==> config.mk <==
export PLATFORM = sky130hd
export DESIGN_NAME = game_controller
export DESIGN_NICKNAME = d
export VERILOG_FILES = /design/src/rtl/game_pkg.sv /design/src/rtl/lfsr16.sv /design/src/rtl/game_controller.sv
export SDC_FILE = /design/constraint.sdc
export NUM_CORES = 1
export LEC_CHECK = 0
export CORE_AREA = 3 3 106 78
export DETAILED_ROUTE_END_ITERATION = 7
export DIE_AREA = 0 0 109 81
export HOLD_SLACK_MARGIN = 0.1
export PLACE_DENSITY = 0.79
export SYNTH_ARGS = -nofsm -noshare
export SYNTH_HDL_FRONTEND = slang
export SYNTH_SLANG_ARGS = --single-unit
==> constraint.sdc <==
create_clock -name clk -period 2.3 [get_ports clk]
set_clock_uncertainty 0.1 [all_clocks]
set_input_delay 0.345 -clock clk [delete_from_list [all_inputs] [get_ports clk]]
set_output_delay 0.345 -clock clk [all_outputs]
set_load 0.01 [all_outputs]
==> src/rtl/game_pkg.sv <==
// Shared types and constants for the round/lives game controller.
package game_pkg;

  typedef enum logic [2:0] {
    IDLE  = 3'd0,
    PLAY  = 3'd1,
    JUDGE = 3'd2,
    PAUSE = 3'd3,
    OVER  = 3'd4
  } state_t;

  localparam logic [15:0] LFSR_SEED = 16'hACE1;
  // x^16+x^14+x^13+x^11+1 expressed as a right-shift tap mask on bits 0,2,3,5
  localparam logic [15:0] LFSR_TAPS = 16'h002D;

  localparam logic [1:0] WIN_NONE = 2'b00;
  localparam logic [1:0] WIN_P1   = 2'b01;
  localparam logic [1:0] WIN_P2   = 2'b10;
  localparam logic [1:0] WIN_DRAW = 2'b11;

  function automatic int clog2_min1(input int n);
    return (n <= 1) ? 1 : $clog2(n);
  endfunction

  function automatic logic [1:0] final_winner(input logic [1:0] p1_lives,
                                              input logic [1:0] p2_lives);
    if (p1_lives != 2'd0 && p2_lives == 2'd0) return WIN_P1;
    if (p1_lives == 2'd0 && p2_lives != 2'd0) return WIN_P2;
    if (p1_lives == 2'd0 && p2_lives == 2'd0) return WIN_DRAW;
    return WIN_NONE;
  endfunction

endpackage

==> src/rtl/lfsr16.sv <==
// Free-running 16-bit Fibonacci LFSR; the seed is non-zero so it never locks up.
module lfsr16
  import game_pkg::*;
(
  input  logic        clk,
  input  logic        reset,
  output logic [15:0] q
);

  logic [15:0] r_q;
  logic        w_fb;

  assign w_fb = ^(r_q & LFSR_TAPS);

  // NOTE: state registers use non-blocking assignments so every flop samples pre-edge values.
  always_ff @(posedge clk or negedge reset) begin
    if (!reset) r_q <= LFSR_SEED;
    else        r_q <= {w_fb, r_q[15:1]};
  end

  assign q = r_q;

endmodule

==> src/rtl/game_controller.sv <==
// Round/lives state machine: draws doors, times rounds and pauses, judges positions,
// tracks lives and declares the winner.
module game_controller
  import game_pkg::*;
#(
  parameter int TICKS_PER_SEC = 25_000_000,
  parameter int ROUND_SECONDS = 10,
  parameter int PAUSE_SECONDS = 1,
  parameter int START_LIVES   = 3
)(
  input  logic       clk,
  input  logic       reset,
  input  logic       start,
  input  logic [1:0] p1_pos,
  input  logic [1:0] p2_pos,
  output logic [1:0] correct_door_1,
  output logic [1:0] correct_door_2,
  output logic [1:0] p1_lives,
  output logic [1:0] p2_lives,
  output logic [3:0] seconds,
  output logic       time_up,
  output logic       resume,
  output logic       game_over,
  output logic [1:0] winner
);

  localparam int TICK_W       = clog2_min1(TICKS_PER_SEC);
  localparam int PAUSE_CYCLES = PAUSE_SECONDS * TICKS_PER_SEC;
  localparam int PAUSE_W      = clog2_min1(PAUSE_CYCLES);

  localparam logic [TICK_W-1:0]  TICK_MAX   = TICK_W'(TICKS_PER_SEC - 1);
  localparam logic [PAUSE_W-1:0] PAUSE_MAX  = PAUSE_W'(PAUSE_CYCLES - 1);
  localparam logic [3:0]         LAST_SEC   = 4'(ROUND_SECONDS - 1);
  localparam logic [1:0]         LIVES_INIT = 2'(START_LIVES);

  state_t              r_state;
  logic [TICK_W-1:0]   r_tick;
  logic [PAUSE_W-1:0]  r_pause;
  logic [3:0]          r_seconds;
  logic [1:0]          r_door1;
  logic [1:0]          r_door2;
  logic [1:0]          r_p1_lives;
  logic [1:0]          r_p2_lives;
  logic                r_time_up;
  logic                r_resume;
  logic                r_game_over;
  logic [1:0]          r_winner;

  logic [15:0] w_lfsr;
  logic [11:0] w_lfsr_unused;
  logic [1:0]  w_p1_lives_next;
  logic [1:0]  w_p2_lives_next;
  logic        w_any_dead;

  lfsr16 u_lfsr (
    .clk   (clk),
    .reset (reset),
    .q     (w_lfsr)
  );

  assign w_lfsr_unused = {w_lfsr[15:10], w_lfsr[7:2]};

  // Lives only ever drop by one per round and stop at zero.
  assign w_p1_lives_next = (p1_pos != r_door1 && r_p1_lives != 2'd0) ? r_p1_lives - 2'd1 : r_p1_lives;
  assign w_p2_lives_next = (p2_pos != r_door2 && r_p2_lives != 2'd0) ? r_p2_lives - 2'd1 : r_p2_lives;
  assign w_any_dead      = (w_p1_lives_next == 2'd0) || (w_p2_lives_next == 2'd0);

  always_ff @(posedge clk or negedge reset) begin
    if (!reset) begin
      r_state     <= IDLE;
      r_tick      <= '0;
      r_pause     <= '0;
      r_seconds   <= 4'd0;
      r_door1     <= 2'd0;
      r_door2     <= 2'd0;
      r_p1_lives  <= LIVES_INIT;
      r_p2_lives  <= LIVES_INIT;
      r_time_up   <= 1'b0;
      r_resume    <= 1'b0;
      r_game_over <= 1'b0;
      r_winner    <= WIN_NONE;
    end else begin
      r_resume <= 1'b0;
      case (r_state)
        IDLE, OVER: begin
          if (start) begin
            r_state     <= PLAY;
            r_tick      <= '0;
            r_seconds   <= 4'd0;
            r_door1     <= w_lfsr[1:0];
            r_door2     <= w_lfsr[9:8];
            r_p1_lives  <= LIVES_INIT;
            r_p2_lives  <= LIVES_INIT;
            r_game_over <= 1'b0;
            r_winner    <= WIN_NONE;
          end
        end
        PLAY: begin
          if (r_tick == TICK_MAX) begin
            r_tick    <= '0;
            r_seconds <= r_seconds + 4'd1;
            if (r_seconds == LAST_SEC) begin
              r_state   <= JUDGE;
              r_time_up <= 1'b1;
            end
          end else begin
            r_tick <= r_tick + TICK_W'(1);
          end
        end
        JUDGE: begin
          r_p1_lives <= w_p1_lives_next;
          r_p2_lives <= w_p2_lives_next;
          r_pause    <= '0;
          if (w_any_dead) begin
            r_state     <= OVER;
            r_time_up   <= 1'b0;
            r_game_over <= 1'b1;
            r_winner    <= final_winner(w_p1_lives_next, w_p2_lives_next);
          end else begin
            r_state <= PAUSE;
          end
        end
        PAUSE: begin
          if (r_pause == PAUSE_MAX) begin
            r_state   <= PLAY;
            r_time_up <= 1'b0;
            r_seconds <= 4'd0;
            r_tick    <= '0;
            r_door1   <= w_lfsr[1:0];
            r_door2   <= w_lfsr[9:8];
            r_resume  <= 1'b1;
          end else begin
            r_pause <= r_pause + PAUSE_W'(1);
          end
        end
        default: r_state <= IDLE;
      endcase
    end
  end

  assign correct_door_1 = r_door1;
  assign correct_door_2 = r_door2;
  assign p1_lives       = r_p1_lives;
  assign p2_lives       = r_p2_lives;
  assign seconds        = r_seconds;
  assign time_up        = r_time_up;
  assign resume         = r_resume;
  assign game_over      = r_game_over;
  assign winner         = r_winner;

endmodule

# Word-level counts from Yosys, hierarchy flattened
# Index checks and enable logic that the tools add are counted.
word_totals:
  regBits: 86
  latch_bits: 0
  ram_bits: 0
  mem_bits_ro: 0
  input_bits: 7
  output_inout_bits: 17
  wordCells: 119
  mem_count: 0
classes:
  addsub: 5
  multipliers: 0
  div_mod_pow: 0
  n_lt_le_gt_ge: 0
  eq_ne: 15
  shifts: 0
  n_mux: 58
  n_bitwise: 0
  n_reduce_logical: 28
op_table:
  columns: ["operator", "count"]
  rows:
  - ["25-bit 2-to-1 mux", 4]
  - ["25-bit case mux with 3 select lines", 1]
  - ["25-bit by 1-bit adder with 25-bit output (second input constant)", 2]
  - ["25-bit == test (second input constant)", 2]
  - ["25-bit case mux with 2 select lines", 1]
  - ["2-bit 2-to-1 mux", 15]
  - ["1-bit 2-to-1 mux", 20]
  - ["2-bit case mux with 2 select lines", 5]
  - ["16-bit XOR reduction", 1]
  - ["3-bit 2-to-1 mux", 5]
  - ["2-bit nonzero test", 7]
  - ["4-bit 2-to-1 mux", 3]
  - ["2-bit inequality test (second input constant)", 6]
  - ["3-bit case mux with 4 select lines", 1]
  - ["4-bit case mux with 3 select lines", 1]
  - ["3-bit AND reduction", 3]
  - ["4-bit AND reduction", 2]
  - ["3-bit by 2-bit == test with 1-bit output (second input constant)", 2]
  - ["3-bit nonzero test", 2]
  - ["1-bit logical AND", 5]
  - ["5-bit AND reduction", 1]
  - ["4-bit by 1-bit adder with 4-bit output (second input constant)", 1]
  - ["4-bit == test (second input constant)", 1]
  - ["2-bit logical NOT", 2]
  - ["10 further kinds", 13]

# Depth between registers and ports, before layout
depth:
  word_depth: 20
  mapped_depth: 8
  mapped_depth_nobuf: 7

# By module
# A second synthesis with hierarchy kept.
hier_totals:
  hier_cells: 465
  area_unflattened_um2: 4474.3
modules_own_cells:
  columns: ["module", "n_inst", "cells_per_inst", "area_per_inst_um2", "seq_area_each_um2"]
  rows:
  - ["game_controller", 1, 446, 4037.6, 1756.7]
  - ["lfsr16", 1, 19, 436.7, 410.4]

# Worst setup path before layout
# No wires, ideal clock.
synth_path:
  path_kind: "register to register"
  startpoint: "register r_tick[15]"
  endpoint: "register r_seconds[0] (netlist: seconds[0])"
  setup_ps: 125
  t_arrival_ps: 1861
  required_time_ps: 2075
  setup_slack_ps: 215
  stages_incl_launch_ff: 6
  path_buffers: 0
  period_less_slack_ps: 2085
  path_cell_list: "dfrtp_1 -> nor4b_1 -> nand4_1 -> o31a_1 -> nor3_4 -> mux2_2"
synth_between:
  elab_chain_cells: 3
synth_lines:
  columns: ["item", "line_no", "text"]
  rows:
  - ["from (decl)", "game_controller.sv:37", "logic [TICK_W-1:0] r_tick;"]
  - ["from (signal assigned)", "game_controller.sv:107", "r_tick <= r_tick + TICK_W'(1);"]
  - ["25-bit == test", "game_controller.sv:99", "if (r_tick == TICK_MAX) begin"]
  - ["2-bit inequality test (no line)", null, null]
  - ["4-bit AND reduction (no line)", null, null]
  - ["to (signal assigned)", "game_controller.sv:101", "r_seconds <= r_seconds + 4'd1;"]
  - ["to (decl)", "game_controller.sv:39", "logic [3:0] r_seconds;"]
# No other way between the ends.
# A chain may end at the register's enable or synchronous reset.

# Worst setup path in the final report
layout_path:
  startpoint: "register r_tick[9]"
  endpoint: "register r_seconds[1] (netlist: seconds[1])"
# The elaborated chain is that of the path after synthesis.

==> impl_metrics.ini <==
[run_status]
status = finished clean

[power]
leakage_nw = 2.27
p_per_area_nw_per_um2 = 904
irDropWorstVdd_v = 0.000566

[floorplan]
dieWidth_um = 109
coreArea_um2 = 7250
initial_core_util_pct = 60.2
die_h_um = 81
ios = 24
die-area_um2 = 8830
rows = 26

[synthesis]
synth-edff-count = 0
synth_xor_area_share_pct = 4.01
synth_async_sr_flop_share_pct = 100
synth_mux_area_share_pct = 2.26
syn_nets = 444
synth.distinct_cells = 54
synth-compound-area-share_pct = 16.5
yosys.cell_count.top_type = dfrtp_1
syn_area_per_cell_um2 = 10.1
netlist_top_cells_area = dfrtp_1, dfstp_2, a21oi_1
synthCells = 431
synthFlopType = dfrtp_1
yosysSeqAreaShare_pct = 49.7
synth_top_family_by_area = simple AND/OR/NAND/NOR gates
yosys.area.top_type = dfrtp_1
synth_top_area_share_pct = 42.4
synthAdderAreaFrac_pct = 1.72
synth.cell_area_um2 = 4360
yosys.area_share.simple_pct = 22.6
ys_ff_latch = 86
synth_common_cells = dfrtp_1, a21oi_1, nor2_1
ys_warn_count = 0

[grt]
grt.total_usage_pct = 24.1
grt_pass1_wl_mm = 16.9
grt-ovfl-total = 0
grt_max_degree = 51
antenna_found_initial = 0
grt_pass1_vias = 3451

[critical_path]
crit_path_max_incr_delay_ns = 0.47
crit_start = r_tick[9]$_DFFE_PN0P_
worstPathArrival_ns = 2.41
rr_worst_depth = 5
reg2reg_from = r_tick[9]$_DFFE_PN0P_
crit_chain = nor4b_1, nand4_1, o31a_4, nor3_4, mux2_2
crit_end = seconds[1]$_DFFE_PN0P_
timing.rr.end = seconds[1]$_DFFE_PN0P_
cp_max_fo = 9
path_class = reg -> reg
critPathLaunchType = flop
end_kind = flop
required_ns = 2.45
ff2ff_setup_slack_ns = 0.04
critPathSlowestCell = o31a_4

[cts]
cts-root-buf = clkbuf_8
cts_tree = done
cts_max_path_buffers = 2
cts.clk_slew.worst_paths_ns = 0.10
h-tree-depth = 3
clk_latency_ns = 0.36
cts_buffers = 9
numClockSinks = 86

[final_layout]
fillers = 491
regArea_um2 = 2170
drive_gt1_share_pct = 18.5
diodes = 0
multi_input_area_um2 = 2130
area_delta_synth_final_pct = 19.5
num-nets-final = 500

[timing]
worst_pin_slew_ns = 0.517
slew_headroom_pct = 65.3
fin_crit_ns = 2.26
drv_slew = 0
fmax_mhz = 443
fin_crit_sh_pct = 98.1
finalSetupViolations = 0
setup_ws_ns = 0.0431
hold_viol_final = 0
hold_slack_ns = 0.243

[route]
route.vias.total = 3659
vias_per_cell = 6.20
drtAntennaViolNets = 0
wl_per_cell_um = 17.2
drtPass1Iterations = 5
drc = 0
drt-initial-drc-count = 320
wl_mm = 10.2

[job]
drv_cap = 0

[place]
preCtsSetupSlack_ns = -0.135
routabilityCongestion = 0.850
portBuffers = 23
dpl.hpwl_mm = 6.70

[hold_path]
hold_class = in -> async
## logic make-up after synthesis
group	Yosys count
AO/OA/AOI/OAI	111
XOR/XNOR	20
adder cells (fa/ha/maj)	6
buffers and inverters	30
flip-flops	86
multiplexers	9
AND/OR/NAND/NOR	169
## registers in the layout, summed over array words and instances (netlist names), 2 cells and up
| signal | cells |
|---|---|
| p2_lives | 2 |
| p1_lives | 2 |
| correct_door_1 | 2 |
| r_tick | 25 |
| winner | 2 |
| correct_door_2 | 2 |
| r_state | 3 |
| r_pause | 25 |
| u_lfsr.q | 16 |
| seconds | 4 |
## layout by cell type (no fill, tap or decap), types with 10 or more instances in the layout
cell type,instances
o31ai_1,15
dfrtp_1,73
xor2_1,14
inv_1,11
a21oi_1,36
or3_1,10
and3_1,11
o21ai_0,19
buf_4,35
nand3_1,21
nand4_1,12
nand2_1,29
clkdlybuf4s50_1,22
dfstp_2,12
or4_1,17
nor2_1,33
## critical path: cells and delay by family, from the launching register on
| kind | cells | cell delay, ns |
|---|---|---|
| flops | 1 | 0.44 |
| simple gates | 3 | 0.77 |
| compound gates | 1 | 0.47 |
| mux | 1 | 0.37 |
## area by class of cell
type                       count  share of cell area (%)
sequential                    86                    41.6
multi-input combinational    317                    40.8
timing repair buffer          62                    10.8
clock buffer                   9                    2.38
tap                           98                    2.35
clock inverter                 7                    1.32
inverter                      11                   0.792
## power by group
group | switching [mW] | leakage (nW) | internal (mW)
Sequential | 0.161 | 1.14 | 1.67
Combinational | 1.07 | 1.03 | 0.755
Clock | 0.630 | 0.101 | 0.429
## metal layers
| layer | GRT usage, % | vias to the layer above | part of all wire, % |
|---|---|---|---|
| met3 | 4.53 | 12 | 6.2 |
| met5 | 0 | - | 0 |
| met2 | 36.1 | 133 | 45 |
| met1 | 36.0 | 1780 | 48 |
| li1 | - | 1734 | - |
| met4 | 6.31 | 0 | 1.0 |
## what timing repair did
item                                    4_1_cts  5_1_grt
endpoints found under the setup margin        2       32
hold endpoints to repair                     74        0
pin swaps                                     1        3
hold buffers                                  1        0
buffers inserted                              0        3
resized for setup                             0       11
cloned                                        0        2
## metrics by stage
step           TNS (ns)  power (mW)  utilization, %  std cells  area [µm²]
3_3_place_gp     -0.648        3.47            67.7        568        4910
5_1_grt        -0.00881        5.01            71.9        590        5220
6_report              0        4.71            71.9        590        5220
2_1_floorplan         0        2.89               -        431        4360
3_5_place_dp      -1.94        3.54            67.7        568        4910
4_1_cts               0        4.60            70.5        585        5120
## worst min path at each step
stage	to	slack, ns	cells after the start	startpoint
after floorplan	correct_door_1[0]$_DFFE_PN0P_	-0.05	0	reset
after global placement	r_pause[24]$_DFFE_PN0P_	0.09	1	reset
after detailed placement	r_pause[24]$_DFFE_PN0P_	0.09	1	reset
after CTS	r_pause[23]$_DFFE_PN0P_	0.24	2	reset
after global routing	r_pause[23]$_DFFE_PN0P_	0.25	2	reset
final	r_pause[13]$_DFFE_PN0P_	0.24	2	reset
No activity file was read; power rests on OpenSTA's default activity.
